`src/rtl/scan_pattern_driver_pkg.sv`:
```
// Shared types and constants for the scan pattern driver and its MISR.
// Package name patgen_pkg is shared with other test-case harnesses.
package patgen_pkg;

  typedef enum logic [1:0] {
    IDLE  = 2'd0,
    RUN   = 2'd1,
    DRAIN = 2'd2,
    DONE  = 2'd3
  } state_t;

  localparam logic [15:0] MISR_POLY     = 16'h1021;
  // x^7 + x^6 + 1: feedback taps on bits 6 and 5
  localparam int          LFSR_TAP_HI   = 6;
  localparam int          LFSR_TAP_LO   = 5;
  localparam logic [6:0]  ZERO_SEED_FIX = 7'h01;

endpackage

```
`src/rtl/scan_pattern_driver_if.sv`:
```
// Stimulus/response and status bundle between the pattern driver and its harness.
// master = pattern driver side, slave = harness/test side.
interface scan_pattern_driver_if #(
  parameter int PAT_W = 7,
  parameter int SIG_W = 16
) ();

  logic             start;
  logic [PAT_W-1:0] a;
  logic             b;
  logic             busy;
  logic             done;
  logic [SIG_W-1:0] signature;
  logic [7:0]       pat_cnt;

  modport master (
    input  start, b,
    output a, busy, done, signature, pat_cnt
  );

  modport slave (
    output start, b,
    input  a, busy, done, signature, pat_cnt
  );

endinterface

```
`src/rtl/scan_pattern_driver_misr_serial.sv`:
```
// Serial-input MISR; shifts one response bit per enabled edge into a CRC-style register.
// Synchronous clr has priority over en.
module misr_serial
  import patgen_pkg::*;
#(
  parameter int             W    = 16,
  parameter logic [W-1:0]   POLY = MISR_POLY
) (
  input  logic         clk,
  input  logic         rst,
  input  logic         clr,
  input  logic         en,
  input  logic         din,
  output logic [W-1:0] sig
);

  logic fb;

  assign fb = sig[W-1] ^ din;

  always_ff @(posedge clk or posedge rst) begin
    if (rst) begin
      sig <= '0;
    end else if (clr) begin
      sig <= '0;
    end else if (en) begin
      sig <= {sig[W-2:0], 1'b0} ^ (fb ? POLY : '0);
    end
  end

endmodule

```
`src/rtl/scan_pattern_driver.sv`:
```
// Pattern generator + response compactor for a clocked test circuit.
// Optional build macro PATGEN_EXHAUSTIVE_EN swaps the LFSR for a binary up-counter.
//
// state | meaning
// IDLE  | waiting for start, outputs quiet
// RUN   | one pattern per edge on a
// DRAIN | a held at 0, collecting the delayed responses
// DONE  | signature and pat_cnt frozen; start restarts
module scan_pattern_driver
  import patgen_pkg::*;
#(
  parameter int             PAT_W        = 7,
  parameter int             SIG_W        = 16,
  parameter int             DUT_LATENCY  = 2,
  parameter int             NUM_PATTERNS = 127,
  parameter logic [PAT_W-1:0] LFSR_SEED  = 7'h01
) (
  input  logic                  clk,
  input  logic                  rst,
  scan_pattern_driver_if.master bus
);

  localparam int CYC_W = 16;
  localparam logic [CYC_W-1:0] CAP_FIRST = CYC_W'(DUT_LATENCY);

`ifdef PATGEN_EXHAUSTIVE_EN
  localparam logic [PAT_W-1:0] FIRST_PAT = '0;
`else
  localparam logic [PAT_W-1:0] FIRST_PAT = (LFSR_SEED == '0) ? ZERO_SEED_FIX : LFSR_SEED;
`endif

  state_t           state, state_nxt;
  logic [PAT_W-1:0] a_q;
  logic [7:0]       pat_cnt_q;
  logic [7:0]       cap_cnt;
  logic [CYC_W-1:0] cyc;
  logic             busy;
  logic             accept;
  logic             last_pat;
  logic             cap_en;
  logic             last_cap;
  logic [PAT_W-1:0] pat_next;

`ifdef PATGEN_EXHAUSTIVE_EN
  assign pat_next = a_q + 1'b1;
`else
  assign pat_next = {a_q[PAT_W-2:0], a_q[LFSR_TAP_HI] ^ a_q[LFSR_TAP_LO]};
`endif

  assign busy     = (state == RUN) || (state == DRAIN);
  assign accept   = bus.start && ((state == IDLE) || (state == DONE));
  assign last_pat = (pat_cnt_q == 8'(NUM_PATTERNS));
  // Capture window opens when cyc reaches the latency and stays open for NUM_PATTERNS samples
  assign cap_en   = busy && ((cap_cnt != 8'd0) || (cyc == CAP_FIRST))
                    && (cap_cnt != 8'(NUM_PATTERNS));
  assign last_cap = cap_en && (cap_cnt == 8'(NUM_PATTERNS - 1));

  always_ff @(posedge clk or posedge rst) begin
    if (rst) begin
      state <= IDLE;
    end else begin
      state <= state_nxt;
    end
  end

  always_comb begin
    state_nxt = state;
    case (state)
      IDLE, DONE: if (bus.start) state_nxt = RUN;
      RUN:        if (last_pat)  state_nxt = last_cap ? DONE : DRAIN;
      DRAIN:      if (last_cap)  state_nxt = DONE;
      default:    state_nxt = IDLE;
    endcase
  end

  always_ff @(posedge clk or posedge rst) begin
    if (rst) begin
      a_q       <= '0;
      pat_cnt_q <= '0;
      cap_cnt   <= '0;
      cyc       <= '0;
    end else if (accept) begin
      a_q       <= FIRST_PAT;
      pat_cnt_q <= 8'd1;
      cap_cnt   <= '0;
      cyc       <= '0;
    end else if (busy) begin
      cyc <= cyc + 1'b1;
      if (cap_en) cap_cnt <= cap_cnt + 8'd1;
      if (state == RUN) begin
        if (last_pat) begin
          a_q <= '0;
        end else begin
          a_q       <= pat_next;
          pat_cnt_q <= pat_cnt_q + 8'd1;
        end
      end
    end
  end

  misr_serial #(
    .W    (SIG_W),
    .POLY (SIG_W'(MISR_POLY))
  ) u_misr (
    .clk (clk),
    .rst (rst),
    .clr (accept),
    .en  (cap_en),
    .din (bus.b),
    .sig (bus.signature)
  );

  assign bus.a       = a_q;
  assign bus.busy    = busy;
  assign bus.done    = (state == DONE);
  assign bus.pat_cnt = pat_cnt_q;

endmodule

```
`src/flat_wrapper.sv`:
```
// flat-port wrapper written by rule: the top's interface ports become plain ports
module scan_pattern_driver_flat import patgen_pkg::*;
#(
  parameter int             PAT_W        = 7,
  parameter int             SIG_W        = 16,
  parameter int             DUT_LATENCY  = 2,
  parameter int             NUM_PATTERNS = 127,
  parameter logic [PAT_W-1:0] LFSR_SEED  = 7'h01
)
  (clk, rst, bus_start, bus_b, bus_a, bus_busy, bus_done, bus_signature, bus_pat_cnt);
  scan_pattern_driver_if #(.PAT_W(PAT_W), .SIG_W(SIG_W)) bus_i ();
  input  logic clk;
  input  logic rst;
  input wire logic [$bits(bus_i.start)-1:0] bus_start;
  input wire logic [$bits(bus_i.b)-1:0] bus_b;
  output wire logic [$bits(bus_i.a)-1:0] bus_a;
  output wire logic [$bits(bus_i.busy)-1:0] bus_busy;
  output wire logic [$bits(bus_i.done)-1:0] bus_done;
  output wire logic [$bits(bus_i.signature)-1:0] bus_signature;
  output wire logic [$bits(bus_i.pat_cnt)-1:0] bus_pat_cnt;
  assign bus_i.start = bus_start;
  assign bus_i.b = bus_b;
  assign bus_a = bus_i.a;
  assign bus_busy = bus_i.busy;
  assign bus_done = bus_i.done;
  assign bus_signature = bus_i.signature;
  assign bus_pat_cnt = bus_i.pat_cnt;
  scan_pattern_driver #(.PAT_W(PAT_W), .SIG_W(SIG_W), .DUT_LATENCY(DUT_LATENCY), .NUM_PATTERNS(NUM_PATTERNS), .LFSR_SEED(LFSR_SEED)) u_core (.clk(clk), .rst(rst), .bus(bus_i));
endmodule
```
`config.mk`:
```
export PLATFORM = sky130hd
export DESIGN_NAME = scan_pattern_driver_flat
export DESIGN_NICKNAME = d
export VERILOG_FILES = /design/src/rtl/scan_pattern_driver_pkg.sv /design/src/rtl/scan_pattern_driver_if.sv /design/src/rtl/scan_pattern_driver_misr_serial.sv /design/src/rtl/scan_pattern_driver.sv /design/src/flat_wrapper.sv
export SDC_FILE = /design/constraint.sdc
export NUM_CORES = 1
export LEC_CHECK = 0
export CELL_PAD_IN_SITES_DETAIL_PLACEMENT = 1
export CELL_PAD_IN_SITES_GLOBAL_PLACEMENT = 2
export CORE_UTILIZATION = 35
export DETAILED_ROUTE_END_ITERATION = 8
export HOLD_SLACK_MARGIN = 0.02
export PLACE_DENSITY_LB_ADDON = 0.05
export SETUP_SLACK_MARGIN = 0.05
export SLEW_MARGIN = 20
export SYNTH_ARGS = -nofsm -noshare
export SYNTH_HDL_FRONTEND = slang
export SYNTH_SLANG_ARGS = --single-unit
```
`constraint.sdc`:
```
create_clock -name clk -period 2 [get_ports clk]
set_input_delay 0.2 -clock clk [delete_from_list [all_inputs] [get_ports clk]]
set_output_delay 0.2 -clock clk [all_outputs]
set_load 0.01 [all_outputs]
```
==> results of run 1 <==
==> tightest hold or removal path: stages <==
cell and delay (ns):
clkdlybuf4s50_1 0.41, inv_2 0.07, buf_12 0.29
==> per-layer routing <==
metal / vias to the layer above / GRT usage
met5: - / 0
met4: 0 / 0.0664
met3: 5 / 0.0307
met2: 30 / 0.260
met1: 1120 / 0.238
li1: 1055 / -
==> final timing paths <==
| path | slack, ns | to |
|---|---|---|
| worst max-delay path | 0.16 | u_core.cyc[11] |
| worst min-delay path | 0.25 | u_core.u_misr.sig[10] |
| worst max register to register | 0.16 | u_core.cyc[11] |
| worst min register to register | 0.51 | u_core.cyc[15] |
| max in group asynchronous | 1.49 | u_core.cap_cnt[2] |
| min in group clk | 0.51 | u_core.cyc[15] |
==> stage by stage <==
stage,instance area (µm²),std cells
after floorplan,2840,267
after global placement,3420,408
after detailed placement,3420,408
after CTS,3610,423
after global routing,3620,424
final,3620,424
==> synth_stat cells, types with 3 or more instances <==
| master | count | share of area |
|---|---|---|
| a22o_1 | 6 | 0.019 |
| and3_1 | 3 | 0.0066 |
| and4_1 | 3 | 0.0093 |
| buf_2 | 4 | 0.0071 |
| clkbuf_1 | 6 | 0.0079 |
| dfrtp_1 | 57 | 0.50 |
| ha_1 | 9 | 0.040 |
| inv_1 | 9 | 0.012 |
| mux2i_1 | 31 | 0.11 |
| nand2_1 | 39 | 0.052 |
| nand3_1 | 12 | 0.021 |
| nand4_1 | 7 | 0.015 |
| nor2_1 | 14 | 0.019 |
| nor4_1 | 4 | 0.0088 |
| o211ai_1 | 8 | 0.021 |
| o21ai_0 | 10 | 0.018 |
| o31ai_1 | 4 | 0.011 |
| xnor2_1 | 4 | 0.012 |
| xor2_1 | 5 | 0.015 |
==> logic make-up after synthesis <==
logic type	after synthesis	synth area share
xor gates and xnor gates	9	0.0278
and+or+nand+nor	102	0.190
DFF	57	0.503
buffers and inverters	21	0.0335
muxes	31	0.109
AOI/OAI and AO/OA	38	0.0962
adders and majority gates	9	0.0397
==> sequential cells by signal, summed over array words and instances, names as in the netlist <==
signal	cells
u_core.cyc	16
u_core.u_misr.sig	16
u_core.bus.pat_cnt	8
u_core.cap_cnt	8
u_core.bus.a	7
u_core.state	2
==> what timing repair did <==
item                       in CTS  in global routing
setup endpoints to repair       1                  1
setup buffers                   0                  1
gates resized for setup         2                  0
==> layout make-up <==
class / count / area [µm²]
clock buffer: 13 / 169
tap: 102 / 128
sequential: 57 / 1430
multi-input combinational: 189 / 1330
clock inverter: 2 / 12.5
inverter: 9 / 33.8
fill: 868 / 4150
timing repair buffer: 52 / 517
==> power breakdown <==
part	total [µW]	internal, µW	switching [µW]
registers	1720	1450	270
clock network	997	543	454
logic	2680	1340	1340
total	5400	3330	2070
==> impl_metrics.env, run 1 <==
export IMPL_clk_pin_slew_ns=0.07
export IMPL_die_area_um2=8460
export IMPL_nets=331
export IMPL_ys_ff_latch=57
export IMPL_cap_violations=0
export IMPL_critPathKind="flip-flop to flip-flop"
export IMPL_cts_tree="yes"
export IMPL_wl_per_cell_um=15.4
export IMPL_async_flop_share=1.00
export IMPL_synthCells=267
export IMPL_drt_first_pass_iters=4
export IMPL_io_pins=37
export IMPL_setup_tns_ns=0
export IMPL_syn_area_um2=2840
export IMPL_first_global_vias=2269
export IMPL_gp_congestion=0.713
export IMPL_grt_total_usage=0.170
export IMPL_start_util=0.365
export IMPL_peakVddDrop_mv=0.605
export IMPL_worst_path_stages=5
export IMPL_fp_dieW_um=92.0
export IMPL_hold_violations=0
export IMPL_vias_per_cell=5.21
export IMPL_dr_wl_met2_um=3020
export IMPL_finalSetupViolCount=0
export IMPL_cts_hold_fix_buffers=0
export IMPL_antenna_cells=0
export IMPL_wl_met3_um=169
export IMPL_critPathTopFamily="simple AND/OR/NAND/NOR gates"
export IMPL_worstRegToRegCells=5
export IMPL_cts_sinks=57
export IMPL_ys_seq_area_frac=0.503
export IMPL_cp_num_buf_inv=1
export IMPL_powerDensity_nw_per_um2=1490
export IMPL_via_count=2210
export IMPL_relSlewSlack=0.725
export IMPL_fin_ws_ns=0.163
export IMPL_antenna_found_initial=0
export IMPL_path_max_fanout=8
export IMPL_path_cells="inv_1, ha_4, or4b_1, o211ai_1, o31ai_1"
export IMPL_yosysUniqueCellTypes=44
export IMPL_yosys_warnings=0
export IMPL_clk_latency_ns=0.33
export IMPL_status="complete, no violations"
export IMPL_fmax_mhz=544
export IMPL_antenna_left=0
export IMPL_clock_skew_ns=0.0106
export IMPL_synth_area_per_cell_um2=10.6
export IMPL_dp_hpwl_um=4460
export IMPL_drt_iter0_drc=96
export IMPL_port_buffer_count=36
export IMPL_grt_pass1_wl_um=11300
export IMPL_end_kind="flip-flop"
export IMPL_worstPathRequired_ns=2.20
export IMPL_syn_num_nets=280
export IMPL_layout_min_cycle_time_ns=1.84
export IMPL_slew_viol_final=0
export IMPL_fin_crit_sh=0.918
export IMPL_rr_startpoint="u_core.state[0]"
export IMPL_area_growth_syn_to_layout_pct=27.5
export IMPL_met1Wirelength_um=3280
export IMPL_overflow=0
export IMPL_rows=32
export IMPL_coreArea_um2=7770
export IMPL_numCtsBuffers=9
export IMPL_startpoint="u_core.state[0]"
export IMPL_drc=0
export IMPL_rsz0062_at_grt="no"
export IMPL_die_h_um=92.0
export IMPL_drive_gt1_frac=0.118
export IMPL_synth_edf_count=0
export IMPL_cp_start_kind="flip-flop"
export IMPL_power_uw=5400
export IMPL_pre_cts_ws_ns=0.0982
export IMPL_p_leak_uw=0.00168
export IMPL_final_cell_mix="dfrtp_1, nand2_1, clkdlybuf4s50_1"
export IMPL_final_util=0.466
export IMPL_cts_buffer_depth=2
export IMPL_max_stage_delay_ns=0.68
export IMPL_clock_root_buffer="clkbuf_8"
export IMPL_holdWs_ns=0.250
export IMPL_wl_um=6520
export IMPL_slowest_stage="or4b_1"
export IMPL_highest_layer="met4"
export IMPL_htree_levels=3
export IMPL_hp_class="input port to async pin"
export IMPL_grt_max_degree=58
export IMPL_arrival_ns=2.03
export IMPL_yosys_most_used_dff="dfrtp_1"
export IMPL_final_common_cell="dfrtp_1"
export IMPL_max_slew_worst_pin_slew_ns=0.411
(Power assumes the default switching activity.)
==> run 2, diff against run 1 <==
--- a/config.mk
+++ b/config.mk
@@ -11,6 +11,7 @@
 export DETAILED_ROUTE_END_ITERATION = 8
 export HOLD_SLACK_MARGIN = 0.02
 export PLACE_DENSITY_LB_ADDON = 0.05
+export RECOVER_POWER = 50
 export SETUP_SLACK_MARGIN = 0.05
 export SLEW_MARGIN = 20
 export SYNTH_ARGS = -nofsm -noshare
==> run 2 against run 1 <==
  * Combinational power is 2% lower
  * Core utilization shrank 0.19 points
  * Flip-flop and latch count unchanged
  * Critical path depth unchanged
  * Routed wire length shrank 0.14%
  * Global-route usage unchanged
  * Clock power about the same
  * Die area stayed put
  * Total power is 0.94% lower
  * Non-clock buffer count did not move
  * Register-to-register slack about the same
  * Cell area fell by 0.42%
  * Critical path type unchanged
  * Largest cell class unchanged
==> impl_metrics.env, run 2 (synthesized netlist as in run 1, its figures left out) <==
export IMPL_final_cell_mix="dfrtp_1, nand2_1, mux2i_1"
export IMPL_status="complete, no violations"
export IMPL_start_util=0.365
export IMPL_overflow=0
export IMPL_cap_violations=0
export IMPL_io_pins=37
export IMPL_cts_sinks=57
export IMPL_fin_ws_ns=0.170
export IMPL_antenna_found_initial=0
export IMPL_reg2reg_setup_slack_ns=0.17
export IMPL_antenna_cells=0
export IMPL_grt_total_usage=0.170
export IMPL_first_global_vias=2269
export IMPL_layout_min_cycle_time_ns=1.83
export IMPL_relSlewSlack=0.0361
export IMPL_powerDensity_nw_per_um2=1480
export IMPL_vias_per_cell=5.20
export IMPL_pre_cts_ws_ns=0.0982
export IMPL_rsz0062_at_grt="no"
export IMPL_coreArea_um2=7770
export IMPL_htree_levels=3
export IMPL_worstRegToRegCells=5
export IMPL_wl_um=6510
export IMPL_wl_per_cell_um=15.4
export IMPL_end_kind="flip-flop"
export IMPL_nets=331
export IMPL_cts_tree="yes"
export IMPL_antenna_left=0
export IMPL_cts_hold_fix_buffers=0
export IMPL_fmax_mhz=547
export IMPL_peakVddDrop_mv=0.599
export IMPL_drt_first_pass_iters=4
export IMPL_reg_top3="u_core.cyc (16), u_core.u_misr.sig (16)"
export IMPL_drive_gt1_frac=0.115
export IMPL_numCtsBuffers=9
export IMPL_critPathKind="flip-flop to flip-flop"
export IMPL_area_growth_syn_to_layout_pct=27.0
export IMPL_max_slew_worst_pin_slew_ns=1.45
export IMPL_multi_input_area_um2=1330
export IMPL_finalSetupViolCount=0
export IMPL_dp_hpwl_um=4460
export IMPL_hp_class="flip-flop to flip-flop"
export IMPL_via_count=2206
export IMPL_setup_tns_ns=0
export IMPL_port_buffer_count=36
export IMPL_arrival_ns=2.03
export IMPL_whs_path_depth=1
export IMPL_regArea_um2=1430
export IMPL_worstPathRequired_ns=2.20
export IMPL_final_common_cell="dfrtp_1"
export IMPL_min_to="u_core.cyc[15]"
export IMPL_slew_viol_final=0
export IMPL_p_leak_uw=0.00170
export IMPL_die_area_um2=8460
export IMPL_grt_max_degree=58
export IMPL_fillCellCount=870
export IMPL_fp_dieW_um=92.0
export IMPL_grt_pass1_wl_um=11300
export IMPL_clock_skew_ns=0.0106
export IMPL_rows=32
export IMPL_fin_crit_sh=0.915
export IMPL_path_max_fanout=8
export IMPL_cts_buffer_depth=2
export IMPL_clk_pin_slew_ns=0.07
export IMPL_drt_iter0_drc=94
export IMPL_clk_latency_ns=0.33
export IMPL_hold_start="u_core.cyc[15]"
export IMPL_hold_violations=0
export IMPL_final_util=0.464
export IMPL_drc=0
export IMPL_cp_start_kind="flip-flop"
export IMPL_gp_congestion=0.713
export IMPL_r2r_end="u_core.cyc[11]"
export IMPL_rr_startpoint="u_core.state[0]"
export IMPL_die_h_um=92.0
export IMPL_clock_root_buffer="clkbuf_8"
-- run 2: critical path: stages (launching register included) --
cell and delay, ns:
dfrtp_1 0.38, inv_1 0.10, ha_4 0.23, or4b_1 0.67, o211ai_1 0.24, o31ai_1 0.09
-- run 2: metrics by stage --
step	instance area (µm²)	hold slack, ns	std cells	total power, µW
2_1_floorplan	2840	0.389	267	3300
3_3_place_gp	3420	0.491	408	4370
3_5_place_dp	3420	0.501	408	4410
4_1_cts	3610	0.256	423	5470
5_1_grt	3600	0.535	424	5760
6_report	3600	0.506	424	5350
-- run 2: timing repair --
item                       in CTS  in global routing
buffers inserted                0                  1
gates resized for setup         2                  0
setup endpoints to repair       1                  1
-- run 2: area by class of cell --
cell class	count	share of cell area
clock buffer	13	0.0469
sequential	57	0.396
clock inverter	2	0.00347
timing repair buffer	52	0.139
tap	102	0.0354
multi-input combinational	189	0.369
inverter	9	0.00938
-- run 2: worst max path at each step --
stage	startpoint	end	slack (ns)
after floorplan	u_core.state[0]	u_core.bus.pat_cnt[4]	0.18
after global placement	u_core.state[1]	u_core.cyc[14]	0.16
after detailed placement	u_core.state[1]	u_core.cyc[11]	0.1
after CTS	u_core.cyc[0]	u_core.u_misr.sig[3]	0.16
after global routing	u_core.state[0]	u_core.cyc[13]	0.08
final	u_core.state[0]	u_core.cyc[11]	0.17
-- run 2: per-layer routing --
metal	up-vias	GRT usage	routed length, µm
met2	32	0.260	3020
met5	-	0	0
met3	5	0.0307	190
met1	1114	0.238	3250
met4	0	0.0664	56
li1	1055	-	-
-- run 2: report_power, final --
group / total (µW) / switching [µW] / internal (µW)
Combinational: 2630 / 1340 / 1290
Clock: 997 / 454 / 543
Sequential: 1710 / 265 / 1450
